$ cat src/rtl/spi_ram_arbiter_if.sv
// Both requester channels plus the SPI RAM command/response port.
// "slave" is the arbiter's view; "master" is the requesters-plus-RAM side.
interface spi_ram_arbiter_if #(
    parameter int ADDR_SIZE = 8
);
    logic                 req0_valid;
    logic                 req0_ready;
    logic                 req0_we;
    logic [ADDR_SIZE-1:0] req0_addr;
    logic [ADDR_SIZE-1:0] req0_wdata;
    logic                 rsp0_valid;
    logic [ADDR_SIZE-1:0] rsp0_rdata;
    logic                 rsp0_err;

    logic                 req1_valid;
    logic                 req1_ready;
    logic                 req1_we;
    logic [ADDR_SIZE-1:0] req1_addr;
    logic [ADDR_SIZE-1:0] req1_wdata;
    logic                 rsp1_valid;
    logic [ADDR_SIZE-1:0] rsp1_rdata;
    logic                 rsp1_err;

    logic [ADDR_SIZE+1:0] ram_din;
    logic                 ram_rx_valid;
    logic [ADDR_SIZE-1:0] ram_dout;
    logic                 ram_tx_valid;

    modport slave (
        input  req0_valid, req0_we, req0_addr, req0_wdata,
        output req0_ready, rsp0_valid, rsp0_rdata, rsp0_err,
        input  req1_valid, req1_we, req1_addr, req1_wdata,
        output req1_ready, rsp1_valid, rsp1_rdata, rsp1_err,
        output ram_din, ram_rx_valid,
        input  ram_dout, ram_tx_valid
    );

    modport master (
        output req0_valid, req0_we, req0_addr, req0_wdata,
        input  req0_ready, rsp0_valid, rsp0_rdata, rsp0_err,
        output req1_valid, req1_we, req1_addr, req1_wdata,
        input  req1_ready, rsp1_valid, rsp1_rdata, rsp1_err,
        input  ram_din, ram_rx_valid,
        output ram_dout, ram_tx_valid
    );
endinterface

$ cat src/rtl/spi_ram_arbiter.sv
// Round-robin arbiter that serialises two requesters onto the SPI RAM's single
// command port and routes each read-data/write-ack response back to its owner.
module spi_ram_arbiter #(
    parameter int ADDR_SIZE  = 8,
    parameter int RD_TIMEOUT = 4
) (
    input  logic             clk,
    input  logic             rst_n,
    spi_ram_arbiter_if.slave bus,
    output logic             busy
);
    localparam int            CW      = $clog2(RD_TIMEOUT + 1);
    localparam logic [CW-1:0] TO_LAST = CW'(RD_TIMEOUT - 1);

    typedef enum logic [2:0] {IDLE, CMD_ADDR, CMD_DATA, WAIT_RD, RESP} state_e;

    state_e               state_q, state_d;
    logic                 lastGrant_q;
    logic                 we_q;
    logic [ADDR_SIZE-1:0] wdata_q;
    logic [CW-1:0]        timeoutCnt_q, timeoutCnt_d;
    logic [ADDR_SIZE+1:0] ramDin_q, ramDin_d;
    logic                 ramRxValid_q;
    logic                 rsp0Valid_q, rsp1Valid_q;
    logic                 rsp0Err_q, rsp1Err_q;
    logic [ADDR_SIZE-1:0] rsp0Rdata_q, rsp1Rdata_q;

    logic                 grantSel, ready0, ready1, handshake;
    logic                 selWe;
    logic [ADDR_SIZE-1:0] selAddr, selWdata;
    logic [ADDR_SIZE-1:0] rspRdata_d;
    logic                 rspErr_d;

    always_ff @(posedge clk or negedge rst_n) begin
        if (!rst_n) state_q <= IDLE;
        else        state_q <= state_d;
    end

    always_comb begin
        state_d = state_q;
        unique case (state_q)
            IDLE:     if (handshake) state_d = CMD_ADDR;
            CMD_ADDR: state_d = CMD_DATA;
            CMD_DATA: state_d = we_q ? RESP : WAIT_RD;
            WAIT_RD:  if (bus.ram_tx_valid || (timeoutCnt_q == TO_LAST)) state_d = RESP;
            RESP:     state_d = IDLE;
            default:  state_d = IDLE;
        endcase
    end

    // Registered RAM/response outputs are loaded from state_d so they line up with the state they belong to.
    always_comb begin
        grantSel = 1'b0;
        if (bus.req0_valid && bus.req1_valid) grantSel = ~lastGrant_q;
        else if (bus.req1_valid)              grantSel = 1'b1;

        ready0    = (state_q == IDLE) && bus.req0_valid && !grantSel;
        ready1    = (state_q == IDLE) && bus.req1_valid && grantSel;
        handshake = ready0 || ready1;
        busy      = (state_q != IDLE);

        selWe    = grantSel ? bus.req1_we    : bus.req0_we;
        selAddr  = grantSel ? bus.req1_addr  : bus.req0_addr;
        selWdata = grantSel ? bus.req1_wdata : bus.req0_wdata;

        ramDin_d = ramDin_q;
        if (state_d == CMD_ADDR)      ramDin_d = {selWe ? 2'b00 : 2'b10, selAddr};
        else if (state_d == CMD_DATA) ramDin_d = we_q ? {2'b01, wdata_q} : {2'b11, {ADDR_SIZE{1'b0}}};

        rspRdata_d   = ((state_q == WAIT_RD) && bus.ram_tx_valid) ? bus.ram_dout : '0;
        rspErr_d     = (state_q == WAIT_RD) && !bus.ram_tx_valid;
        timeoutCnt_d = (state_q == WAIT_RD) ? timeoutCnt_q + CW'(1) : '0;
    end

    always_ff @(posedge clk or negedge rst_n) begin
        if (!rst_n) begin
            lastGrant_q  <= 1'b1;
            we_q         <= 1'b0;
            wdata_q      <= '0;
            timeoutCnt_q <= '0;
            ramDin_q     <= '0;
            ramRxValid_q <= 1'b0;
            rsp0Valid_q  <= 1'b0;
            rsp1Valid_q  <= 1'b0;
            rsp0Err_q    <= 1'b0;
            rsp1Err_q    <= 1'b0;
            rsp0Rdata_q  <= '0;
            rsp1Rdata_q  <= '0;
        end else begin
            if (handshake) begin
                lastGrant_q <= grantSel;
                we_q        <= selWe;
                wdata_q     <= selWdata;
            end
            timeoutCnt_q <= timeoutCnt_d;
            ramRxValid_q <= (state_d == CMD_ADDR) || (state_d == CMD_DATA);
            ramDin_q     <= ramDin_d;
            rsp0Valid_q  <= (state_d == RESP) && !lastGrant_q;
            rsp1Valid_q  <= (state_d == RESP) && lastGrant_q;
            rsp0Rdata_q  <= ((state_d == RESP) && !lastGrant_q) ? rspRdata_d : '0;
            rsp1Rdata_q  <= ((state_d == RESP) && lastGrant_q) ? rspRdata_d : '0;
            rsp0Err_q    <= (state_d == RESP) && !lastGrant_q && rspErr_d;
            rsp1Err_q    <= (state_d == RESP) && lastGrant_q && rspErr_d;
        end
    end

    assign bus.req0_ready   = ready0;
    assign bus.req1_ready   = ready1;
    assign bus.ram_din      = ramDin_q;
    assign bus.ram_rx_valid = ramRxValid_q;
    assign bus.rsp0_valid   = rsp0Valid_q;
    assign bus.rsp1_valid   = rsp1Valid_q;
    assign bus.rsp0_rdata   = rsp0Rdata_q;
    assign bus.rsp1_rdata   = rsp1Rdata_q;
    assign bus.rsp0_err     = rsp0Err_q;
    assign bus.rsp1_err     = rsp1Err_q;
endmodule

$ cat src/flat_wrapper.sv
// flat-port wrapper written by rule: the top's interface ports become plain ports
module spi_ram_arbiter_flat 
#(
    parameter int ADDR_SIZE  = 8,
    parameter int RD_TIMEOUT = 4
)
  (clk, rst_n, busy, bus_req0_valid, bus_req0_we, bus_req0_addr, bus_req0_wdata, bus_req0_ready, bus_rsp0_valid, bus_rsp0_rdata, bus_rsp0_err, bus_req1_valid, bus_req1_we, bus_req1_addr, bus_req1_wdata, bus_req1_ready, bus_rsp1_valid, bus_rsp1_rdata, bus_rsp1_err, bus_ram_din, bus_ram_rx_valid, bus_ram_dout, bus_ram_tx_valid);
  spi_ram_arbiter_if #(.ADDR_SIZE(ADDR_SIZE)) bus_i ();
  input  logic clk;
  input  logic rst_n;
  output logic busy;
  input wire logic [$bits(bus_i.req0_valid)-1:0] bus_req0_valid;
  input wire logic [$bits(bus_i.req0_we)-1:0] bus_req0_we;
  input wire logic [$bits(bus_i.req0_addr)-1:0] bus_req0_addr;
  input wire logic [$bits(bus_i.req0_wdata)-1:0] bus_req0_wdata;
  output wire logic [$bits(bus_i.req0_ready)-1:0] bus_req0_ready;
  output wire logic [$bits(bus_i.rsp0_valid)-1:0] bus_rsp0_valid;
  output wire logic [$bits(bus_i.rsp0_rdata)-1:0] bus_rsp0_rdata;
  output wire logic [$bits(bus_i.rsp0_err)-1:0] bus_rsp0_err;
  input wire logic [$bits(bus_i.req1_valid)-1:0] bus_req1_valid;
  input wire logic [$bits(bus_i.req1_we)-1:0] bus_req1_we;
  input wire logic [$bits(bus_i.req1_addr)-1:0] bus_req1_addr;
  input wire logic [$bits(bus_i.req1_wdata)-1:0] bus_req1_wdata;
  output wire logic [$bits(bus_i.req1_ready)-1:0] bus_req1_ready;
  output wire logic [$bits(bus_i.rsp1_valid)-1:0] bus_rsp1_valid;
  output wire logic [$bits(bus_i.rsp1_rdata)-1:0] bus_rsp1_rdata;
  output wire logic [$bits(bus_i.rsp1_err)-1:0] bus_rsp1_err;
  output wire logic [$bits(bus_i.ram_din)-1:0] bus_ram_din;
  output wire logic [$bits(bus_i.ram_rx_valid)-1:0] bus_ram_rx_valid;
  input wire logic [$bits(bus_i.ram_dout)-1:0] bus_ram_dout;
  input wire logic [$bits(bus_i.ram_tx_valid)-1:0] bus_ram_tx_valid;
  assign bus_i.req0_valid = bus_req0_valid;
  assign bus_i.req0_we = bus_req0_we;
  assign bus_i.req0_addr = bus_req0_addr;
  assign bus_i.req0_wdata = bus_req0_wdata;
  assign bus_req0_ready = bus_i.req0_ready;
  assign bus_rsp0_valid = bus_i.rsp0_valid;
  assign bus_rsp0_rdata = bus_i.rsp0_rdata;
  assign bus_rsp0_err = bus_i.rsp0_err;
  assign bus_i.req1_valid = bus_req1_valid;
  assign bus_i.req1_we = bus_req1_we;
  assign bus_i.req1_addr = bus_req1_addr;
  assign bus_i.req1_wdata = bus_req1_wdata;
  assign bus_req1_ready = bus_i.req1_ready;
  assign bus_rsp1_valid = bus_i.rsp1_valid;
  assign bus_rsp1_rdata = bus_i.rsp1_rdata;
  assign bus_rsp1_err = bus_i.rsp1_err;
  assign bus_ram_din = bus_i.ram_din;
  assign bus_ram_rx_valid = bus_i.ram_rx_valid;
  assign bus_i.ram_dout = bus_ram_dout;
  assign bus_i.ram_tx_valid = bus_ram_tx_valid;
  spi_ram_arbiter #(.ADDR_SIZE(ADDR_SIZE), .RD_TIMEOUT(RD_TIMEOUT)) u_core (.clk(clk), .rst_n(rst_n), .bus(bus_i), .busy(busy));
endmodule
$ cat config.mk
export PLATFORM = sky130hd
export DESIGN_NAME = spi_ram_arbiter_flat
export DESIGN_NICKNAME = d
export VERILOG_FILES = /design/src/rtl/spi_ram_arbiter_if.sv /design/src/rtl/spi_ram_arbiter.sv /design/src/flat_wrapper.sv
export SDC_FILE = /design/constraint.sdc
export NUM_CORES = 1
export LEC_CHECK = 0
export ABC_AREA = 0
export ABC_CLOCK_PERIOD_IN_PS = 1800
export CORE_MARGIN = 2
export CORE_UTILIZATION = 30
export DETAILED_ROUTE_END_ITERATION = 7
export GPL_TIMING_DRIVEN = 1
export SYNTH_ARGS = -nofsm -noshare
export SYNTH_HDL_FRONTEND = slang
export SYNTH_SLANG_ARGS = --single-unit
export TNS_END_PERCENT = 10
$ cat constraint.sdc
create_clock -name clk -period 1.8 [get_ports clk]
set_input_delay 0.36 -clock clk [delete_from_list [all_inputs] [get_ports clk]]
set_output_delay 0.36 -clock clk [all_outputs]
set_load 0.05 [all_outputs]
==> metrics.txt <==
# TYPE chip_impl_metric gauge
chip_impl_metric{name="critical_path_arrival",unit="ps"} 1500
chip_impl_metric{name="vias",unit=""} 1730
chip_impl_metric{name="r2r_setup_slack",unit="ps"} 130
chip_impl_metric{name="globalplace.congestion",unit=""} 0.727
chip_impl_metric{name="chipWidth",unit="um"} 86.9
chip_impl_metric{name="core_area",unit="um^2"} 6720
chip_impl_metric{name="top_level_pins",unit=""} 81
chip_impl_metric{name="drc",unit=""} 0
chip_impl_metric{name="synth_area_per_cell",unit="um^2"} 11.5
chip_impl_metric{name="sequential_cell_area",unit="um^2"} 1180
chip_impl_metric{name="postPlaceCellArea",unit="um^2"} 2940
chip_impl_metric{name="worst_ep_required_time",unit="ps"} 1440
chip_impl_metric{name="final_net_count",unit=""} 322
chip_impl_metric{name="power_leakage",unit="nW"} 1.41
chip_impl_metric{name="antennaDiodeCount",unit=""} 0
chip_impl_info{name="r2r_start",value="u_core.state_q[1]"} 1
chip_impl_metric{name="clk-insertion-delay-late",unit="ps"} 290
chip_impl_metric{name="dieHeight",unit="um"} 86.9
chip_impl_metric{name="yosys_warnings",unit=""} 0
chip_impl_metric{name="fin_skew",unit="ps"} 7.58
chip_impl_info{name="yosys-top-cells-area",value="sky130_fd_sc_hd__dfrtp_1 (56%), sky130_fd_sc_hd__and2_1 (5.8%), sky130_fd_sc_hd__a21oi_1 (4.4%), sky130_fd_sc_hd__o221a_1 (4.4%), sky130_fd_sc_hd__nor4b_1 (3.8%)"} 1
chip_impl_info{name="result_of_the_run",value="finished with violations"} 1
chip_impl_metric{name="antenna_found_initial",unit=""} 0
chip_impl_metric{name="slew_headroom",unit="%"} 65.6
chip_impl_metric{name="globalRouteOverflowTotal",unit=""} 0
chip_impl_metric{name="dieArea",unit="um^2"} 7540
chip_impl_metric{name="clkSlewWorstSetupHoldPaths",unit="ps"} 90
chip_impl_info{name="crit-reg2reg-capture",value="u_core.bus.ram_din[9]"} 1
chip_impl_metric{name="fin_cells",unit=""} 354
chip_impl_metric{name="floorplan.rows",unit=""} 30
chip_impl_metric{name="final_instance_area",unit="um^2"} 3060
chip_impl_metric{name="area_delta_synth_final",unit="%"} 48.4
chip_impl_metric{name="placedCellCount",unit=""} 344
chip_impl_metric{name="max_freq",unit="MHz"} 539
chip_impl_metric{name="tightest_slew",unit="ps"} 516
chip_impl_metric{name="max_cap_viol_count",unit=""} 0
chip_impl_metric{name="ctsHtreeMaxLevel",unit=""} 2
chip_impl_info{name="crit_type",value="reg -> out"} 1
chip_impl_metric{name="grt_pass1_vias",unit=""} 1824
chip_impl_info{name="most_common_library_cells_after_synthesis",value="sky130_fd_sc_hd__dfrtp_1 (46), sky130_fd_sc_hd__and2_1 (19), sky130_fd_sc_hd__a21oi_1 (18)"} 1
chip_impl_metric{name="detail_route.wirelength",unit="um"} 5410
chip_impl_metric{name="syn-num-nets",unit=""} 228
chip_impl_metric{name="total_power",unit="mW"} 4.81
chip_impl_info{name="synthDominantAreaCellType",value="sky130_fd_sc_hd__dfrtp_1"} 1
chip_impl_metric{name="drt_first_pass_iters",unit=""} 4
chip_impl_metric{name="grt_first_pass_wirelength",unit="um"} 8980
chip_impl_metric{name="critical_path_peak_fanout",unit=""} 4
chip_impl_metric{name="power.ir.vdd_worst",unit="uV"} 731
chip_impl_metric{name="maximum_number_of_pins_on_one_net_before_global_route_repair",unit=""} 24
chip_impl_metric{name="vias_per_cell",unit=""} 4.89
chip_impl_metric{name="post-route-period-util",unit="%"} 103
chip_impl_metric{name="synthesis.area",unit="um^2"} 2060
chip_impl_info{name="cp-startpoint",value="u_core.state_q[1]"} 1
chip_impl_metric{name="drt.antenna.violating_nets",unit=""} 0
chip_impl_metric{name="synth-edff-count",unit=""} 0
chip_impl_metric{name="power_density_normalized_to_cell_area",unit="nW/um^2"} 1570
chip_impl_metric{name="first_iter_violations",unit=""} 123
chip_impl_metric{name="numCtsBuffers",unit=""} 5
chip_impl_metric{name="worst-r2r-cell-count",unit=""} 4
chip_impl_info{name="failed_checks",value="setup timing"} 1
chip_impl_metric{name="nFillCells",unit=""} 675
chip_impl_info{name="cp-end-kind",value="primary output"} 1
chip_impl_metric{name="floorplan.initialDensity",unit="%"} 30.7
chip_impl_metric{name="finalCoreUtilization",unit="%"} 45.5
chip_impl_metric{name="place_hpwl",unit="um"} 4120
chip_impl_metric{name="portion_of_the_post_synthesis_area_used_by_sequential_elements",unit="%"} 57.2
chip_impl_metric{name="drive_above_1_share",unit="%"} 25.5
chip_impl_metric{name="postSynth.asyncResetShare",unit="%"} 100
chip_impl_metric{name="post_synth_inst_count",unit=""} 179
chip_impl_info{name="cts_root_buffer",value="sky130_fd_sc_hd__clkbuf_8"} 1
chip_impl_metric{name="multiInputGateArea",unit="um^2"} 786
chip_impl_metric{name="post-place-ws",unit="ps"} -161
chip_impl_info{name="grt_setup_unrepaired",value="yes"} 1
chip_impl_info{name="worst_setup_path_start_kind",value="flop"} 1
chip_impl_metric{name="final.min_clock_period",unit="ps"} 1860
chip_impl_metric{name="timing_max_transition_violations_final",unit=""} 0
chip_impl_info{name="postSynth.topFlopCell",value="sky130_fd_sc_hd__dfrtp_1"} 1
chip_impl_metric{name="fin_tns_setup",unit="ps"} -102
chip_impl_metric{name="wire_per_inst",unit="um"} 15.3
chip_impl_metric{name="synth.top_cell.area_share",unit="%"} 55.9
chip_impl_metric{name="clockBufferDepth",unit=""} 2
chip_impl_metric{name="worst_hold_slack",unit="ps"} 30.0
chip_impl_metric{name="worst_slack",unit="ps"} -56.0
chip_impl_metric{name="synth.lib_cells_used.distinct",unit=""} 38
chip_impl_metric{name="hold_viol",unit=""} 0
chip_impl_metric{name="synth_seq_cells",unit=""} 47
chip_impl_metric{name="setup_viol",unit=""} 2
chip_impl_metric{name="grt_usage",unit="%"} 15.2
chip_impl_metric{name="number_of_sinks_driven_by_the_clock_tree",unit=""} 47
chip_impl_metric{name="count_of_input_and_output_buffers",unit=""} 80
chip_impl_info{name="synth_most_common_cell",value="sky130_fd_sc_hd__dfrtp_1"} 1
chip_impl_info{name="min_path_type",value="in -> async"} 1
chip_impl_info{name="tritoncts",value="built"} 1
==> metal layers <==
| layer | vias to the layer above | wire [um] | part of all wire (%) | global-route usage [%] |
|---|---|---|---|---|
| li1 | 839 | - | - | - |
| met1 | 798 | 2520 | 47 | 20.5 |
| met2 | 89 | 2340 | 43 | 23.9 |
| met3 | 4 | 509 | 9.4 | 4.74 |
| met4 | 0 | 40 | 0.74 | 3.98 |
| met5 | - | 0 | 0 | 0 |
==> sequential cells by signal (all words and copies together) (netlist names), 3 cells and up <==
signal / cells
u_core.bus.rsp0_rdata: 8
u_core.timeoutCnt_q: 3
u_core.bus.rsp1_rdata: 8
u_core.wdata_q: 8
u_core.bus.ram_din: 10
u_core.state_q: 3
==> layout by cell type, fill, tap and decap left out, types with 5 or more instances in the layout <==
cell type,count
sky130_fd_sc_hd__clkdlybuf4s50_1,44
sky130_fd_sc_hd__and2_1,19
sky130_fd_sc_hd__o221a_1,8
sky130_fd_sc_hd__clkbuf_8,5
sky130_fd_sc_hd__buf_4,50
sky130_fd_sc_hd__dfrtp_1,46
sky130_fd_sc_hd__nor4_1,8
sky130_fd_sc_hd__a21o_1,9
sky130_fd_sc_hd__nor4b_1,9
sky130_fd_sc_hd__nor3_1,8
sky130_fd_sc_hd__nor2_1,6
sky130_fd_sc_hd__a21oi_1,18
==> worst max-delay path, cell delays in order, from the launching register on <==
cell                       delay (ps)
sky130_fd_sc_hd__dfrtp_1          420
sky130_fd_sc_hd__nor3_4           250
sky130_fd_sc_hd__buf_4            160
sky130_fd_sc_hd__nand3b_1         110
sky130_fd_sc_hd__inv_1            100
sky130_fd_sc_hd__buf_6            160
==> layout make-up <==
class                      instances  area share [%]
multi-input combinational        113            25.7
inverter                           5           0.737
timing repair buffer             101            29.1
sequential                        47            38.5
clock inverter                     1           0.164
tap                               80            3.28
clock buffer                       7            2.50
==> cell families (layout without fill, tap and decap cells) <==
family / count (synthesis) / after routing / share of synthesized area (%)
and+or+nand+nor: 65 / 65 / 20.6
AOI/OAI and AO/OA: 46 / 46 / 16.2
DFF: 47 / 47 / 57.2
buffers and inverters: 19 / 114 / 4.80
adders and majority gates: 2 / 2 / 1.21
==> worst max-delay path by stage <==
stage                           endpoint  slack (ps)  depth (start not counted)
after floorplan           bus_req0_ready         -60                          6
final                     bus_req0_ready         -60                          5
after global placement    bus_req1_ready        -170                          5
after global routing      bus_req0_ready        -150                          5
after detailed placement  bus_req1_ready        -160                          5
after CTS                 bus_req0_ready         -60                          5
==> power breakdown <==
group	leakage (nW)	switching (mW)	internal, mW	total, mW
sequential	0.592	0.227	1.38	1.61
clock	0.0422	0.335	0.273	0.609
combinational	0.772	1.52	1.07	2.59
==> timing repair <==
item / 4_1_cts / 5_1_grt
hold buffers: 0 / 0
cloned: 0 / 0
resized for setup: 6 / 2
pin swaps: 2 / 1
setup endpoints to repair: 3 / 4
buffers inserted: 1 / 1
No activity file was read; power rests on OpenSTA's default activity.
